## src/rtl/imem_uart_loader.sv

```systemverilog
// imem_uart_loader: receives a program over UART 8N1 and writes little-endian words into
// instruction memory at 0,4,8,..., holding the CPU in reset while a load frame is in flight.
module imem_uart_loader #(
  parameter int         CLK_FREQ   = 50_000_000,
  parameter int         BAUD       = 115200,
  parameter int         IMEM_WORDS = 256,
  parameter logic [7:0] SYNC_BYTE  = 8'hA5
) (
  input  logic        clk,
  input  logic        reset,
  input  logic        uart_rx,
  output logic        imem_we,
  output logic [31:0] imem_addr,
  output logic [31:0] imem_wdata,
  output logic        cpu_hold,
  output logic        load_done,
  output logic        load_err,
  output logic [15:0] words_loaded
);
  localparam int CLKS_PER_BIT = CLK_FREQ / BAUD;
  localparam int CNT_W = (CLKS_PER_BIT > 1) ? $clog2(CLKS_PER_BIT) : 1;
  localparam logic [CNT_W-1:0] BIT_LAST  = CNT_W'(CLKS_PER_BIT - 1);
  localparam logic [CNT_W-1:0] HALF_LAST = CNT_W'(CLKS_PER_BIT / 2 - 1);
  localparam logic [15:0] MAX_WORDS = 16'(IMEM_WORDS);

  typedef enum logic [1:0] {RX_IDLE, RX_START, RX_DATA, RX_STOP} rx_state_t;
  typedef enum logic [2:0] {P_IDLE, P_LEN_LO, P_LEN_HI, P_DATA, P_DONE} p_state_t;

  rx_state_t        rx_state_q, rx_state_d;
  logic             rx_meta_q, rx_meta_d, rx_sync_q, rx_sync_d;
  logic [CNT_W-1:0] rx_cnt_q, rx_cnt_d;
  logic [2:0]       bit_idx_q, bit_idx_d;
  logic [7:0]       rx_shift_q, rx_shift_d;
  logic             byte_valid, frame_err;
  logic [7:0]       rx_byte;

  p_state_t    p_state_q, p_state_d;
  logic [15:0] len_q, len_d, words_q, words_d, len_full;
  logic [23:0] word_q, word_d;
  logic [1:0]  byte_idx_q, byte_idx_d;
  logic        hold_q, hold_d, done_q, done_d, err_q, err_d, we_q, we_d, last_word;
  logic [31:0] addr_q, addr_d, wdata_q, wdata_d;

  always_ff @(posedge clk) begin
    if (reset) begin
      rx_meta_q  <= 1'b1;
      rx_sync_q  <= 1'b1;
      rx_state_q <= RX_IDLE;
      rx_cnt_q   <= '0;
      bit_idx_q  <= '0;
      rx_shift_q <= '0;
      p_state_q  <= P_IDLE;
      len_q      <= '0;
      word_q     <= '0;
      byte_idx_q <= '0;
      words_q    <= '0;
      hold_q     <= 1'b0;
      done_q     <= 1'b0;
      err_q      <= 1'b0;
      we_q       <= 1'b0;
      addr_q     <= '0;
      wdata_q    <= '0;
    end else begin
      rx_meta_q  <= rx_meta_d;
      rx_sync_q  <= rx_sync_d;
      rx_state_q <= rx_state_d;
      rx_cnt_q   <= rx_cnt_d;
      bit_idx_q  <= bit_idx_d;
      rx_shift_q <= rx_shift_d;
      p_state_q  <= p_state_d;
      len_q      <= len_d;
      word_q     <= word_d;
      byte_idx_q <= byte_idx_d;
      words_q    <= words_d;
      hold_q     <= hold_d;
      done_q     <= done_d;
      err_q      <= err_d;
      we_q       <= we_d;
      addr_q     <= addr_d;
      wdata_q    <= wdata_d;
    end
  end

  // Start bit is re-checked at mid-bit so short low glitches fall back to idle silently.
  always_comb begin
    rx_meta_d  = uart_rx;
    rx_sync_d  = rx_meta_q;
    rx_state_d = rx_state_q;
    rx_cnt_d   = rx_cnt_q + CNT_W'(1);
    bit_idx_d  = bit_idx_q;
    rx_shift_d = rx_shift_q;
    unique case (rx_state_q)
      RX_IDLE: begin
        rx_cnt_d = '0;
        if (!rx_sync_q) rx_state_d = RX_START;
      end
      RX_START: if (rx_cnt_q == HALF_LAST) begin
        rx_cnt_d   = '0;
        bit_idx_d  = '0;
        rx_state_d = rx_sync_q ? RX_IDLE : RX_DATA;
      end
      RX_DATA: if (rx_cnt_q == BIT_LAST) begin
        rx_cnt_d   = '0;
        rx_shift_d = {rx_sync_q, rx_shift_q[7:1]};
        bit_idx_d  = bit_idx_q + 3'd1;
        if (bit_idx_q == 3'd7) rx_state_d = RX_STOP;
      end
      RX_STOP: if (rx_cnt_q == BIT_LAST) begin
        rx_cnt_d   = '0;
        rx_state_d = RX_IDLE;
      end
      default: rx_state_d = RX_IDLE;
    endcase
  end

  always_comb begin
    byte_valid = 1'b0;
    frame_err  = 1'b0;
    if (rx_state_q == RX_STOP && rx_cnt_q == BIT_LAST) begin
      byte_valid = rx_sync_q;
      frame_err  = !rx_sync_q;
    end
  end

  assign rx_byte   = rx_shift_q;
  assign len_full  = {rx_byte, len_q[7:0]};
  assign last_word = (words_q + 16'd1) == len_q;

  always_comb begin
    p_state_d = p_state_q;
    unique case (p_state_q)
      P_IDLE:   if (byte_valid && rx_byte == SYNC_BYTE) p_state_d = P_LEN_LO;
      P_LEN_LO: if (frame_err) p_state_d = P_IDLE;
                else if (byte_valid) p_state_d = P_LEN_HI;
      P_LEN_HI: if (frame_err) p_state_d = P_IDLE;
                else if (byte_valid)
                  p_state_d = (len_full == '0 || len_full > MAX_WORDS) ? P_IDLE : P_DATA;
      P_DATA:   if (frame_err) p_state_d = P_IDLE;
                else if (byte_valid && byte_idx_q == 2'd3 && last_word) p_state_d = P_DONE;
      P_DONE:   p_state_d = P_IDLE;
      default:  p_state_d = P_IDLE;
    endcase
  end

  // The final write and load_done land together; P_DONE releases cpu_hold one cycle later.
  always_comb begin
    len_d      = len_q;
    word_d     = word_q;
    byte_idx_d = byte_idx_q;
    words_d    = words_q;
    hold_d     = hold_q;
    done_d     = done_q;
    err_d      = err_q;
    we_d       = 1'b0;
    addr_d     = addr_q;
    wdata_d    = wdata_q;
    unique case (p_state_q)
      P_IDLE: if (byte_valid && rx_byte == SYNC_BYTE) begin
        done_d  = 1'b0;
        err_d   = 1'b0;
        words_d = '0;
        hold_d  = 1'b1;
      end
      P_LEN_LO: if (frame_err) begin
        err_d  = 1'b1;
        hold_d = 1'b0;
      end else if (byte_valid) begin
        len_d[7:0] = rx_byte;
      end
      P_LEN_HI: if (frame_err) begin
        err_d  = 1'b1;
        hold_d = 1'b0;
      end else if (byte_valid) begin
        len_d      = len_full;
        byte_idx_d = '0;
        if (len_full == '0) begin
          done_d = 1'b1;
          hold_d = 1'b0;
        end else if (len_full > MAX_WORDS) begin
          err_d  = 1'b1;
          hold_d = 1'b0;
        end
      end
      P_DATA: if (frame_err) begin
        err_d  = 1'b1;
        hold_d = 1'b0;
      end else if (byte_valid) begin
        byte_idx_d = byte_idx_q + 2'd1;
        case (byte_idx_q)
          2'd0: word_d[7:0]   = rx_byte;
          2'd1: word_d[15:8]  = rx_byte;
          2'd2: word_d[23:16] = rx_byte;
          default: begin
            we_d    = 1'b1;
            addr_d  = {14'd0, words_q, 2'b00};
            wdata_d = {rx_byte, word_q};
            words_d = words_q + 16'd1;
            if (last_word) done_d = 1'b1;
          end
        endcase
      end
      P_DONE:  hold_d = 1'b0;
      default: ;
    endcase
  end

  assign imem_we      = we_q;
  assign imem_addr    = addr_q;
  assign imem_wdata   = wdata_q;
  assign cpu_hold     = hold_q;
  assign load_done    = done_q;
  assign load_err     = err_q;
  assign words_loaded = words_q;
endmodule

```

## config.mk

```make
export PLATFORM = sky130hd
export DESIGN_NAME = imem_uart_loader
export DESIGN_NICKNAME = d
export VERILOG_FILES = /design/src/rtl/imem_uart_loader.sv
export SDC_FILE = /design/constraint.sdc
export NUM_CORES = 1
export LEC_CHECK = 0
export CORE_ASPECT_RATIO = 1.25
export CORE_UTILIZATION = 50
export CTS_BUF_LIST = sky130_fd_sc_hd__clkbuf_8
export DETAILED_ROUTE_END_ITERATION = 10
export HOLD_SLACK_MARGIN = 0.05
export PLACE_DENSITY = 0.75
export SYNTH_ARGS = -nofsm -noshare
export SYNTH_HDL_FRONTEND = slang
export SYNTH_SLANG_ARGS = --single-unit
```

## constraint.sdc

```tcl
create_clock -name clk -period 2.5 [get_ports clk]
set_clock_uncertainty 0.15 [all_clocks]
set_input_delay 0.375 -clock clk [delete_from_list [all_inputs] [get_ports clk]]
set_output_delay 0.375 -clock clk [all_outputs]
set_load 0.01 [all_outputs]
```

==> Yosys cells after proc, flatten, opt, wreduce, memory -nomap -nowiden <==
Index checks and enable logic that the tools add are counted.
W data, S select, Z words.
{ "totals": {"mem_bits_rw": 0, "romBits": 0, "out_inout_bits": 84, "ff_bits": 137, "inputBits": 3, "n_memories": 0, "latch_bits": 0} }
{ "classes": {"n_mul": 0, "shift": 0, "addsub": 4, "magnitude_cmp": 1, "n_eq_ne": 35, "bitwise": 5, "n_reduce_logical": 35, "muxes": 61, "n_div": 0} }
{ "op_table": {"columns": ["op", "n"], "rows": [
  ["$mux W16", 4],
  ["$pmux W16 S2", 1],
  ["$mux W3", 9],
  ["$pmux W9 S3", 1],
  ["$ne A2 B2 Y1 const B", 13],
  ["$mux W8", 3],
  ["$reduce_and A4 Y1", 6],
  ["$mux W1", 22],
  ["$mux W2", 11],
  ["$reduce_and A5 Y1", 4],
  ["$mux W9", 2],
  ["$add A16 B1 Y16 const B", 1],
  ["$eq A16 B16 Y1", 1],
  ["$gt A16 B9 Y1 const B", 1],
  ["$logic_not A16 Y1", 1],
  ["$pmux W8 S2", 1],
  ["$ne A3 B3 Y1 const B", 5],
  ["$pmux W3 S4", 1],
  ["$add A9 B1 Y9 const B", 1],
  ["$eq A9 B8 Y1 const B", 1],
  ["$eq A9 B9 Y1 const B", 1],
  ["$reduce_and A9 Y1", 1],
  ["$eq A2 B2 Y1 const B", 4],
  ["$eq A8 B8 Y1 const B", 1],
  ["other kinds (28)", 45]
]} }

==> Depth between registers and ports, before layout <==
Gate-level depths: netlist (run 1).
{ "depth": {"depth_word": 8, "mapped_depth": 11, "depth_no_buf": 8} }

==> Worst setup path before layout (run 1) <==
OpenSTA, ideal clock, no wires.
{ "synth_timing": {"path_type": "register -> register", "start": "reg rx_cnt_q[0]", "end": "reg words_q[15], in the netlist words_loaded[15]", "slack_ns": -0.085, "synth_period_minus_slack_ns": 2.585, "stages_incl_launch_ff": 10, "t_arrival_ns": 2.302, "cell_sequence": "dfxtp_1 ha_1 nand4bb_4 or4_4 buf_6 or4_4 buf_6 a22o_1 o21ai_0 a21oi_1"} }
{ "synth_via": {"elab_chain_cells": 6, "elab_cells_between_ends": 9, "cone_classes": "eq/ne (4); mux (2); reduce/logical (3)"} }
{ "synth_rtl": {"columns": ["item", "line", "rtl"], "rows": [
  ["start, declared", "31", "logic [CNT_W-1:0] rx_cnt_q, rx_cnt_d;"],
  ["start signal, assigned", "67", "rx_cnt_q <= rx_cnt_d;"],
  ["$eq A9 B9 Y1 *", "119", "if (rx_state_q == RX_STOP && rx_cnt_q == BIT_LAST) begin"],
  ["$logic_and A1 B1 Y1 *", "119", null],
  ["$mux W1", "119", null],
  ["$logic_and A1 B1 Y1", "158", "P_IDLE: if (byte_valid && rx_byte == SYNC_BYTE) begin"],
  ["$ne A2 B2 Y1 (no line)", null, null],
  ["$reduce_and A5 Y1 (no line) *", null, null],
  ["end signal, assigned", "74", "words_q <= words_d;"],
  ["end, declared", "38", "logic [15:0] len_q, len_d, words_q, words_d, len_full;"]
]} }
Every way passes the cells marked *; elsewhere a longest branch is shown, timed or not.
A chain may end at the register's enable or synchronous reset.

==> Worst setup path after layout (run 1) <==
{ "layout_timing": {"start": "reg words_q[0], in the netlist words_loaded[0]", "end": "reg done_q, in the netlist load_done"} }
{ "layout_via": {"elab_chain_cells": 4} }
{ "layout_rtl": {"columns": ["item", "line", "rtl"], "rows": [
  ["$add A16 B1 Y16", "127", "assign last_word = (words_q + 16'd1) == len_q;"],
  ["$eq A16 B16 Y1", "127", null],
  ["$ne A2 B2 Y1 (no line)", null, null],
  ["$reduce_and A9 Y1 (no line)", null, null],
  ["end signal, assigned", "76", "done_q <= done_d;"],
  ["end, declared", "41", "logic hold_q, hold_d, done_q, done_d, err_q, err_d, we_q, we_d, last_word;"]
]} }
Every way passes these cells.

==> impl_metrics.json, run 1 <==
{
  "ioPinCount": 87,
  "crit_slowest_cell": "dfxtp_1",
  "clk_pin_slew_ns": 0.08,
  "ant_nets": 0,
  "portBuffers": 70,
  "ctsLongestPathBuffers": 2,
  "period_minus_slack_ns": 2.44,
  "antenna_cells": 0,
  "worstHoldEndpoint": "rx_sync_q",
  "core_um2": 12300,
  "yosys_warnings": 0,
  "yosys.area.top_type": "dfxtp_1",
  "period_share_pct": 97.6,
  "final_nets": 929,
  "viasPerCell": 5.58,
  "drt_iter0_drc": 500,
  "ys_types": 62,
  "die_h_um": 128,
  "multi_input_area_um2": 3300,
  "status": "completed",
  "ys_top_cells_by_area": "dfxtp_1 43%, nand2_1 13%, a21oi_1 9.2%",
  "syn_area_per_cell_um2": 7.71,
  "wl_per_cell_um": 15.2,
  "drive_above_1_share_pct": 13.9,
  "dieArea_um2": 13100,
  "num_vias": 6090,
  "rows": 45,
  "finalHoldViolCount": 0,
  "cts_root_buf": "clkbuf_8",
  "crit_top_cell": "buf_4",
  "cp_max_fo": 6,
  "cts_tree": "yes",
  "met3_usage_pct": 5.45,
  "cts_buffers": 17,
  "cellPowerDensity_nw_per_um2": 522,
  "nFillCells": 1068,
  "worst_ep_required_time_ns": 2.74,
  "cts.sinks": 137,
  "most-common-layout-cells": "227 x nand2_1, 133 x dfxtp_1, 116 x a21oi_1",
  "reg2reg_from": "words_loaded[0]",
  "synth_seq_cells": 137,
  "p_leak_nw": 2.78,
  "critical_path_buf_inv_count": 2,
  "end_kind": "flip-flop",
  "path_class": "reg2reg",
  "gr-max-usage-layer": "met2",
  "ys_seq_area_share_pct": 43.3,
  "synth_edf_count": 0,
  "arrival_ns": 2.68,
  "grt_util_met1_pct": 30.0,
  "whs_ns": 0.269,
  "min_from": "rx_meta_q",
  "insertion_delay_ns": 0.44,
  "cpPeakStageDelay_ns": 0.36,
  "grt_max_degree": 58,
  "worstRegToRegCells": 9,
  "max_slew_margin_pct": 59.2,
  "grt_pass1_vias": 5741,
  "worstMarginPinSlew_ns": 0.612,
  "drc": 0,
  "track_usage_pct": 26.2,
  "path_delay_family": "compound AO/OA/AOI/OAI gates",
  "reg2reg_slack_ns": 0.06,
  "h-tree-depth": 4,
  "grt_pass1_wl_um": 26900,
  "hold_path_depth": 1,
  "start_util_pct": 51.6,
  "drv_cap": 0,
  "syn_area_um2": 6330,
  "seq_area_um2": 2750,
  "start_kind": "flip-flop",
  "vdd_drop_max_uv": 364,
  "finalWeightedCongestion": 0.974,
  "drt_pre_antenna_iters": 7,
  "holdBufCountCts": 0,
  "synth_ff_type": "dfxtp_1",
  "yosysTopAreaCellShare_pct": 43.3,
  "antenna_found_initial": 0,
  "routed_wl_um": 16600,
  "synthArstFlopShare_pct": 0,
  "hold_path.class": "reg2reg",
  "timing.fmax_mhz": 410,
  "die_w_um": 103,
  "gr-total-overflow": 0,
  "areaGrowthSynthToFinish_pct": 25.4,
  "setup-violations-final": 0,
  "crit_chain": "ha_1, and3_1, buf_4, xnor2_1, o32a_1, a211o_1, nor4_2, buf_4, o211a_1",
  "r2r_end": "load_done",
  "dp_hpwl_um": 11400,
  "met2_usage_pct": 46.1,
  "maxSlewViolCount": 0,
  "fin_tns_setup_ns": 0,
  "mostFrequentLayoutCell": "nand2_1",
  "synthCells": 821
}
## Yosys cell counts (3+ instances only)
| cell | n |
|---|---|
| a31oi_1 | 7 |
| a311oi_1 | 8 |
| nand2b_1 | 7 |
| a22oi_1 | 4 |
| nor2_1 | 48 |
| xor2_1 | 10 |
| buf_6 | 3 |
| a21oi_1 | 116 |
| and4_1 | 5 |
| buf_4 | 16 |
| nand3_1 | 18 |
| nor3_1 | 14 |
| inv_1 | 9 |
| a211oi_1 | 4 |
| and3_1 | 3 |
| nand3b_1 | 3 |
| ha_1 | 11 |
| buf_2 | 9 |
| nand2_1 | 227 |
| xnor2_1 | 21 |
| dfxtp_1 | 137 |
| or3_1 | 6 |
| or2_2 | 5 |
| nor4_1 | 9 |
| o21ai_0 | 15 |
| and2_1 | 4 |
| clkbuf_1 | 49 |
| nand4b_1 | 3 |
| nand4_1 | 8 |
## layout make-up
| class | count | share of cell area [%] |
|---|---|---|
| clock buffers | 17 | 2.95 |
| clock inverters | 15 | 2.22 |
| inverters | 9 | 0.425 |
| multi-input cells | 613 | 41.6 |
| flip-flops and latches | 137 | 34.6 |
| well taps | 164 | 2.58 |
| repair buffers | 137 | 15.6 |
## sequential cells by signal, summed over array words and instances, names as in the netlist, named ones only
signal        cells
word_q           24
byte_idx_q        2
len_q            16
cpu_hold          1
rx_state_q        1
words_loaded     16
rx_meta_q         1
imem_wdata       32
rx_byte           8
imem_addr        16
rx_cnt_q          9
load_done         1
load_err          1
imem_we           1
rx_sync_q         1
bit_idx_q         3
p_state_q         3
## what timing repair did
action / CTS / global route
pin swaps: 0 / 5
gates cloned: 0 / 1
gates resized for setup: 1 / 15
buffers inserted: 0 / 4
endpoints found under the setup margin: 1 / 64
## layer usage
metal,wire [um],up-vias
met1,6620,2878
met2,8610,219
li1,-,2949
met4,490,0
met5,0,-
met3,895,44
## how the worst max path moves through the flow
stage	to	start	depth (start not counted)
final	load_done	words_loaded[0]	9
after global placement	words_loaded[1]	rx_cnt_q[1]	9
after CTS	words_loaded[1]	rx_cnt_q[1]	9
after global routing	words_loaded[13]	rx_cnt_q[1]	9
after floorplan	words_loaded[1]	flip-flop	10
after detailed placement	load_done	words_loaded[1]	9
## cells by family (layout without fill, tap and decap cells)
logic type,after synthesis,after routing,share of synthesized area [%]
compound gates,176,176,16.1
xor+xnor,31,31,4.29
fa+ha+maj,11,11,2.17
buf+inv,86,178,6.58
flops,137,137,43.3
mux,2,2,0.316
other cells,1,16,0.0592
simple gates,377,377,27.2
## per-stage QoR
stage               utilization, %  total power [mW]  area, um^2  instances  setup slack, ns
global placement              60.4              2.31        7420       1055           0.0970
global route                  64.7              4.30        7940       1092          -0.0282
CTS                           63.8              4.18        7830       1087           0.0256
detailed placement            60.4              2.31        7420       1055           0.0375
finish                        64.7              4.15        7940       1092           0.0589
floorplan                        -              2.31        6410        836          0.00446
## worst reg2reg max path, stage by stage, from the launching register on
cell,delay [ns]
dfxtp_1,0.36
ha_1,0.26
and3_1,0.22
buf_4,0.17
xnor2_1,0.13
o32a_1,0.20
a211o_1,0.28
nor4_2,0.30
buf_4,0.18
o211a_1,0.12
## power by group
part	switching [mW]	total [mW]	internal (mW)
Combinational	0.0568	0.0726	0.0158
Sequential	0.00525	2.19	2.18
Clock	0.956	1.88	0.928
(Power assumes the default switching activity.)
==> inputs of run 2 (changes only) <==
ABC_AREA = 1   (was not set)
==> run 2 against run 1 <==
  * Die area is 2.0% lower
  * First-iteration DRC count is 31% lower
  * Maximum frequency is 6.4% higher
  * Critical path type unchanged
  * Critical endpoint is now p_state_q[1]
  * Hold slack worse by 0.0063 ns
  * Synthesized cell count is 4.9% higher
  * Clock power is 8% higher
  * Cell count is 2.1% higher
  * Utilization is 2.6 points lower
  * Sequential share of layout area is 1.8 points higher
  * Sequential power hardly changed
==> impl_metrics.json, run 2 <==
{
  "dieArea_um2": 12900,
  "cts_setup_buffers": 0,
  "synth_ff_type": "dfxtp_1",
  "yosys_warnings": 0,
  "final_nets": 952,
  "path_delay_family": "simple AND/OR/NAND/NOR gates",
  "r2r_end": "p_state_q[1]",
  "areaGrowthSynthToFinish_pct": 21.2,
  "worst_ep_required_time_ns": 2.68,
  "crit_slowest_cell": "dfxtp_1",
  "start_kind": "flip-flop",
  "wl_per_cell_um": 13.2,
  "drt_iter0_drc": 345,
  "antenna_found_initial": 0,
  "antenna_cells": 0,
  "ant_nets": 0,
  "synth_commonest_cells": "137 x dfxtp_1, 137 x nand2_1, 117 x a21oi_1, 116 x o21ai_0, 102 x nor2_1",
  "cellPowerDensity_nw_per_um2": 576,
  "die_w_um": 102,
  "dp_hpwl_um": 10300,
  "holdBufCountCts": 0,
  "crit_top_cell": "nand2_1",
  "cts.sinks": 137,
  "drv_cap": 0,
  "rows": 45,
  "cts_root_buf": "clkbuf_8",
  "worstHoldEndpoint": "rx_sync_q",
  "synthArstFlopShare_pct": 0,
  "viasPerCell": 5.18,
  "power_frac_comb_pct": 2.4,
  "synth_seq_cells": 137,
  "ys_top_cells_by_area": "dfxtp_1 44%, a21oi_1 9.4%, o21ai_0 9.4%",
  "largest_reg_flops": 32,
  "vdd_drop_max_uv": 419,
  "h-tree-depth": 4,
  "reg2reg_slack_ns": 0.20,
  "syn_area_um2": 6210,
  "hold_path.class": "reg2reg",
  "internal-power_mw": 3.33,
  "p_leak_nw": 3.06,
  "setup-violations-final": 0,
  "cp_max_fo": 9,
  "track_usage_pct": 23.8,
  "power_mw": 4.33,
  "yosysTopAreaCellShare_pct": 44.2,
  "ys_seq_area_share_pct": 44.2,
  "min_from": "rx_meta_q",
  "placed_cells_incl_taps": 1080,
  "cts_buffers": 17,
  "cpPeakStageDelay_ns": 0.45,
  "clk_pin_slew_ns": 0.08,
  "place_area_um2": 7050,
  "ioPinCount": 87,
  "portBuffers": 70,
  "finalWeightedCongestion": 0.891,
  "rsz0062_at_grt": "false",
  "fin_tns_setup_ns": 0,
  "seqPwrFrac_pct": 50.7,
  "path_class": "reg2reg",
  "status": "completed",
  "period_minus_slack_ns": 2.30,
  "hold_path_depth": 1,
  "timing.fmax_mhz": 436,
  "maxSlewViolCount": 0,
  "num_vias": 5773,
  "insertion_delay_ns": 0.44,
  "cts-resized-gates": 0,
  "grt_max_degree": 116,
  "p_clk_share_pct": 46.9,
  "syn_area_per_cell_um2": 7.21,
  "end_kind": "flip-flop",
  "net-switching-power_uw": 999,
  "reg2reg_from": "words_loaded[0]",
  "synthCells": 861,
  "cts_tree": "yes",
  "instances_no_fill": 1115,
  "drive_above_1_share_pct": 7.89,
  "period_share_pct": 91.8,
  "yosys.area.top_type": "dfxtp_1",
  "arrival_ns": 2.48,
  "finalHoldViolCount": 0,
  "ctsLongestPathBuffers": 2,
  "worstRegToRegCells": 13,
  "nFillCells": 1086,
  "fin_area_um2": 7520,
  "most-common-layout-cells": "137 x nand2_1, 137 x dfxtp_1, 117 x a21oi_1",
  "utilization_pct": 62.1,
  "grt_pass1_vias": 5140,
  "grt_pass1_wl_um": 24000,
  "routed_wl_um": 14800,
  "core_um2": 12100,
  "critical_path_buf_inv_count": 2,
  "gr-total-overflow": 0,
  "drc": 0,
  "sw_frac_of_total_pct": 23.1,
  "ys_types": 35,
  "die_h_um": 127,
  "drt_pre_antenna_iters": 6,
  "crit_chain": "ha_1, nand2_1, nor2_4, buf_4, nand4_1, nand3_1, nand2_1, inv_1, nand2_1, nor2_1, nand4_1, nand2_1, a21oi_1",
  "start_util_pct": 51.3,
  "synth_edf_count": 0
}
==> run 2: changes by cell type in the layout (fill, tap and decap cells not counted), moves of 7 or more <==
| cell | previous run | this run |
|---|---|---|
| buf_4 | 64 | 18 |
| xor2_1 | 10 | 2 |
| a31oi_1 | 7 | 0 |
| xnor2_1 | 21 | 2 |
| nand2b_1 | 7 | 0 |
| a311oi_1 | 8 | 0 |
| o21ai_0 | 13 | 116 |
| nor2_1 | 48 | 102 |
| nand2_1 | 227 | 137 |
| nand3_1 | 17 | 39 |
| inv_1 | 8 | 87 |
==> run 2: logic make-up (layout without fill, tap and decap cells) <==
kind of cell               after synthesis  in the layout  synth area share [%]
adders and majority gates               11             11                  2.22
xor gates and xnor gates                 4              4                 0.565
and+or+nand+nor                        325            325                  22.9
other                                    1             16                0.0604
DFF                                    137            137                  44.2
buffers and inverters                  139            214                  9.94
AOI/OAI and AO/OA                      244            244                  20.1
==> run 2: power groups by stage <==
stage	Combinational (mW)	Clock, mW	Sequential [mW]
floorplan	0.100	0	2.24
global placement	0.103	0	2.25
detailed placement	0.104	0	2.25
CTS	0.106	2.05	2.19
global route	0.121	2.17	2.20
finish	0.105	2.03	2.19
==> run 2: how the worst max path moves through the flow <==
stage / endpoint / cells past startpoint / from / slack, ns
finish: p_state_q[1] / 13 / words_loaded[0] / 0.20
global placement: words_loaded[9] / 11 / p_state_q[0] / 0.28
global route: p_state_q[0] / 11 / words_loaded[0] / 0.006
floorplan: p_state_q[1] / 14 / words_loaded[0] / 0.49
CTS: p_state_q[1] / 14 / words_loaded[0] / 0.23
detailed placement: p_state_q[1] / 14 / words_loaded[0] / 0.24
==> run 2: layer usage <==
metal | up-vias | global-route usage [%] | routed length [um]
li1 | 2968 | - | -
met1 | 2619 | 28.8 | 6470
met2 | 148 | 40.0 | 7240
met3 | 38 | 5.12 | 642
met4 | 0 | 11.0 | 413
met5 | - | 0 | 0
==> run 2: area by class of cell <==
cell class | instances | area [um^2] | area share [%]
Sequential cell | 137 | 2740 | 36.5
Clock inverter | 15 | 211 | 2.81
Tap cell | 164 | 205 | 2.73
Multi-Input combinational cell | 600 | 2900 | 38.6
Timing Repair Buffer | 90 | 876 | 11.6
Clock buffer | 17 | 234 | 3.11
Inverter | 92 | 348 | 4.63
==> run 2: per-stage QoR <==
stage | hold WS (ns) | setup WS (ns)
after CTS | 0.265 | 0.229
final | 0.262 | 0.205
after floorplan | 0.239 | 0.490
after detailed placement | 0.245 | 0.240
after global placement | 0.243 | 0.278
after global routing | 0.282 | 0.00566
==> inputs of run 3 (changes only) <==
CORE_ASPECT_RATIO = not set   (was 1.25)
RECOVER_POWER = 25   (was not set)
==> run 3 against run 2 <==
  * Highest routed layer unchanged
  * Wire length rose by 4.2%
  * Global-route usage rose by 1.0 points
  * Combinational power barely moved
  * Utilization rose by 0.11 points
  * Critical path depth rose by 2
  * Non-clock buffer count fell by 5
  * Die area barely moved
  * Maximum frequency fell by 0.22%
==> impl_metrics.json, run 3 (same netlist as run 2, synthesis figures left out) <==
{
  "status": "completed",
  "mostFrequentLayoutCell": "nand2_1",
  "drt_iter0_drc": 416,
  "cp_max_fo": 6,
  "place_area_um2": 7040,
  "grt_max_degree": 80,
  "viasPerCell": 5.19,
  "drive_above_1_share_pct": 7.09,
  "grt_pass1_vias": 5238,
  "die_h_um": 113,
  "antenna_cells": 0,
  "start_util_pct": 51.5,
  "drv_cap": 0,
  "cts_root_buf": "clkbuf_8",
  "fin_tns_setup_ns": 0,
  "cts_tree": "yes",
  "largest_reg_flops": 32,
  "arrival_ns": 2.54,
  "vdd_drop_max_uv": 483,
  "holdBufCountCts": 0,
  "finalWorstSetupSlack_ns": 0.200,
  "cts_buffers": 17,
  "setup-violations-final": 0,
  "areaGrowthSynthToFinish_pct": 20.9,
  "final_nets": 947,
  "h-tree-depth": 4,
  "grt_pass1_wl_um": 25100,
  "period_minus_slack_ns": 2.30,
  "wl_per_cell_um": 13.8,
  "die_w_um": 113,
  "rows": 40,
  "worstRegToRegCells": 15,
  "routed_wl_um": 15400,
  "cellPowerDensity_nw_per_um2": 586,
  "num_vias": 5782,
  "end_kind": "flip-flop",
  "drt_pre_antenna_iters": 5,
  "ioPinCount": 87,
  "antenna_found_initial": 0,
  "worstMarginPinSlew_ns": 0.634,
  "core_um2": 12100,
  "hold_path_depth": 1,
  "ant_nets": 0,
  "max_slew_margin_pct": 57.7,
  "dp_hpwl_um": 10700,
  "finalWeightedCongestion": 0.941,
  "portBuffers": 70,
  "min_from": "rx_meta_q",
  "drc": 0,
  "worst_ep_required_time_ns": 2.74,
  "reg2reg_from": "words_loaded[1]",
  "hold_path.class": "reg2reg",
  "path_class": "reg2reg",
  "maxSlewViolCount": 0,
  "startpoint": "words_loaded[1]",
  "whs_ns": 0.279,
  "finalHoldViolCount": 0,
  "cts.sinks": 137,
  "fin_area_um2": 7510,
  "p_leak_nw": 3.16,
  "dieArea_um2": 12900,
  "gr-total-overflow": 0,
  "instances_no_fill": 1113,
  "placed_cells_incl_taps": 1080,
  "track_usage_pct": 24.8,
  "period_share_pct": 92.0,
  "most-common-layout-cells": "137 x nand2_1, 136 x dfxtp_1, 117 x a21oi_1",
  "power_mw": 4.40,
  "insertion_delay_ns": 0.46,
  "start_kind": "flip-flop",
  "pre_cts_slack_ns": 0.230,
  "clk_pin_slew_ns": 0.07,
  "utilization_pct": 62.2,
  "timing.fmax_mhz": 435,
  "ctsLongestPathBuffers": 2
}
[run 3: routing by layer]
layer	wire [um]	GRT usage (%)
met5	0	0
met4	537	12.4
met3	869	4.57
met2	6970	39.3
met1	7000	32.7
[run 3: what timing repair did]
item	in CTS	in global routing
buffers inserted	0	2
endpoints found under the setup margin	0	2
gates resized for setup	0	1
[run 3: path summary, 6_finish.rpt]
path	to	slack [ns]
worst max register to register	p_state_q[0]	0.20
worst max-delay path	p_state_q[0]	0.20
worst min register to register	rx_sync_q	0.28
worst min-delay path	rx_sync_q	0.28
[run 3: cell type report]
type	count	area, um^2
fill	1071	4560
inverter	92	348
multi-input combinational	600	2900
tap	168	210
clock buffer	19	262
sequential	137	2740
clock inverter	12	199
timing repair buffer	85	841
[run 3: power breakdown]
| part | internal, mW | total (mW) | leakage [nW] | switching, mW |
|---|---|---|---|---|
| sequential | 2.19 | 2.20 | 1.10 | 0.00787 |
| clock | 1.23 | 2.10 | 0.231 | 0.865 |
| combinational | 0.0306 | 0.107 | 1.82 | 0.0766 |
[run 3: worst max-delay path, stage by stage (launching register included)]
cell and delay [ns]:
dfxtp_1 0.41, ha_1 0.22, nand2_1 0.12, nor2_4 0.21, clkbuf_2 0.20, buf_4 0.12, nand3_1 0.07, nand2_1 0.07
nand3_1 0.11, nand2_1 0.08, inv_1 0.04, nand2_1 0.05, nor2_1 0.04, nand4_1 0.13, nand2_1 0.09, a21oi_1 0.12
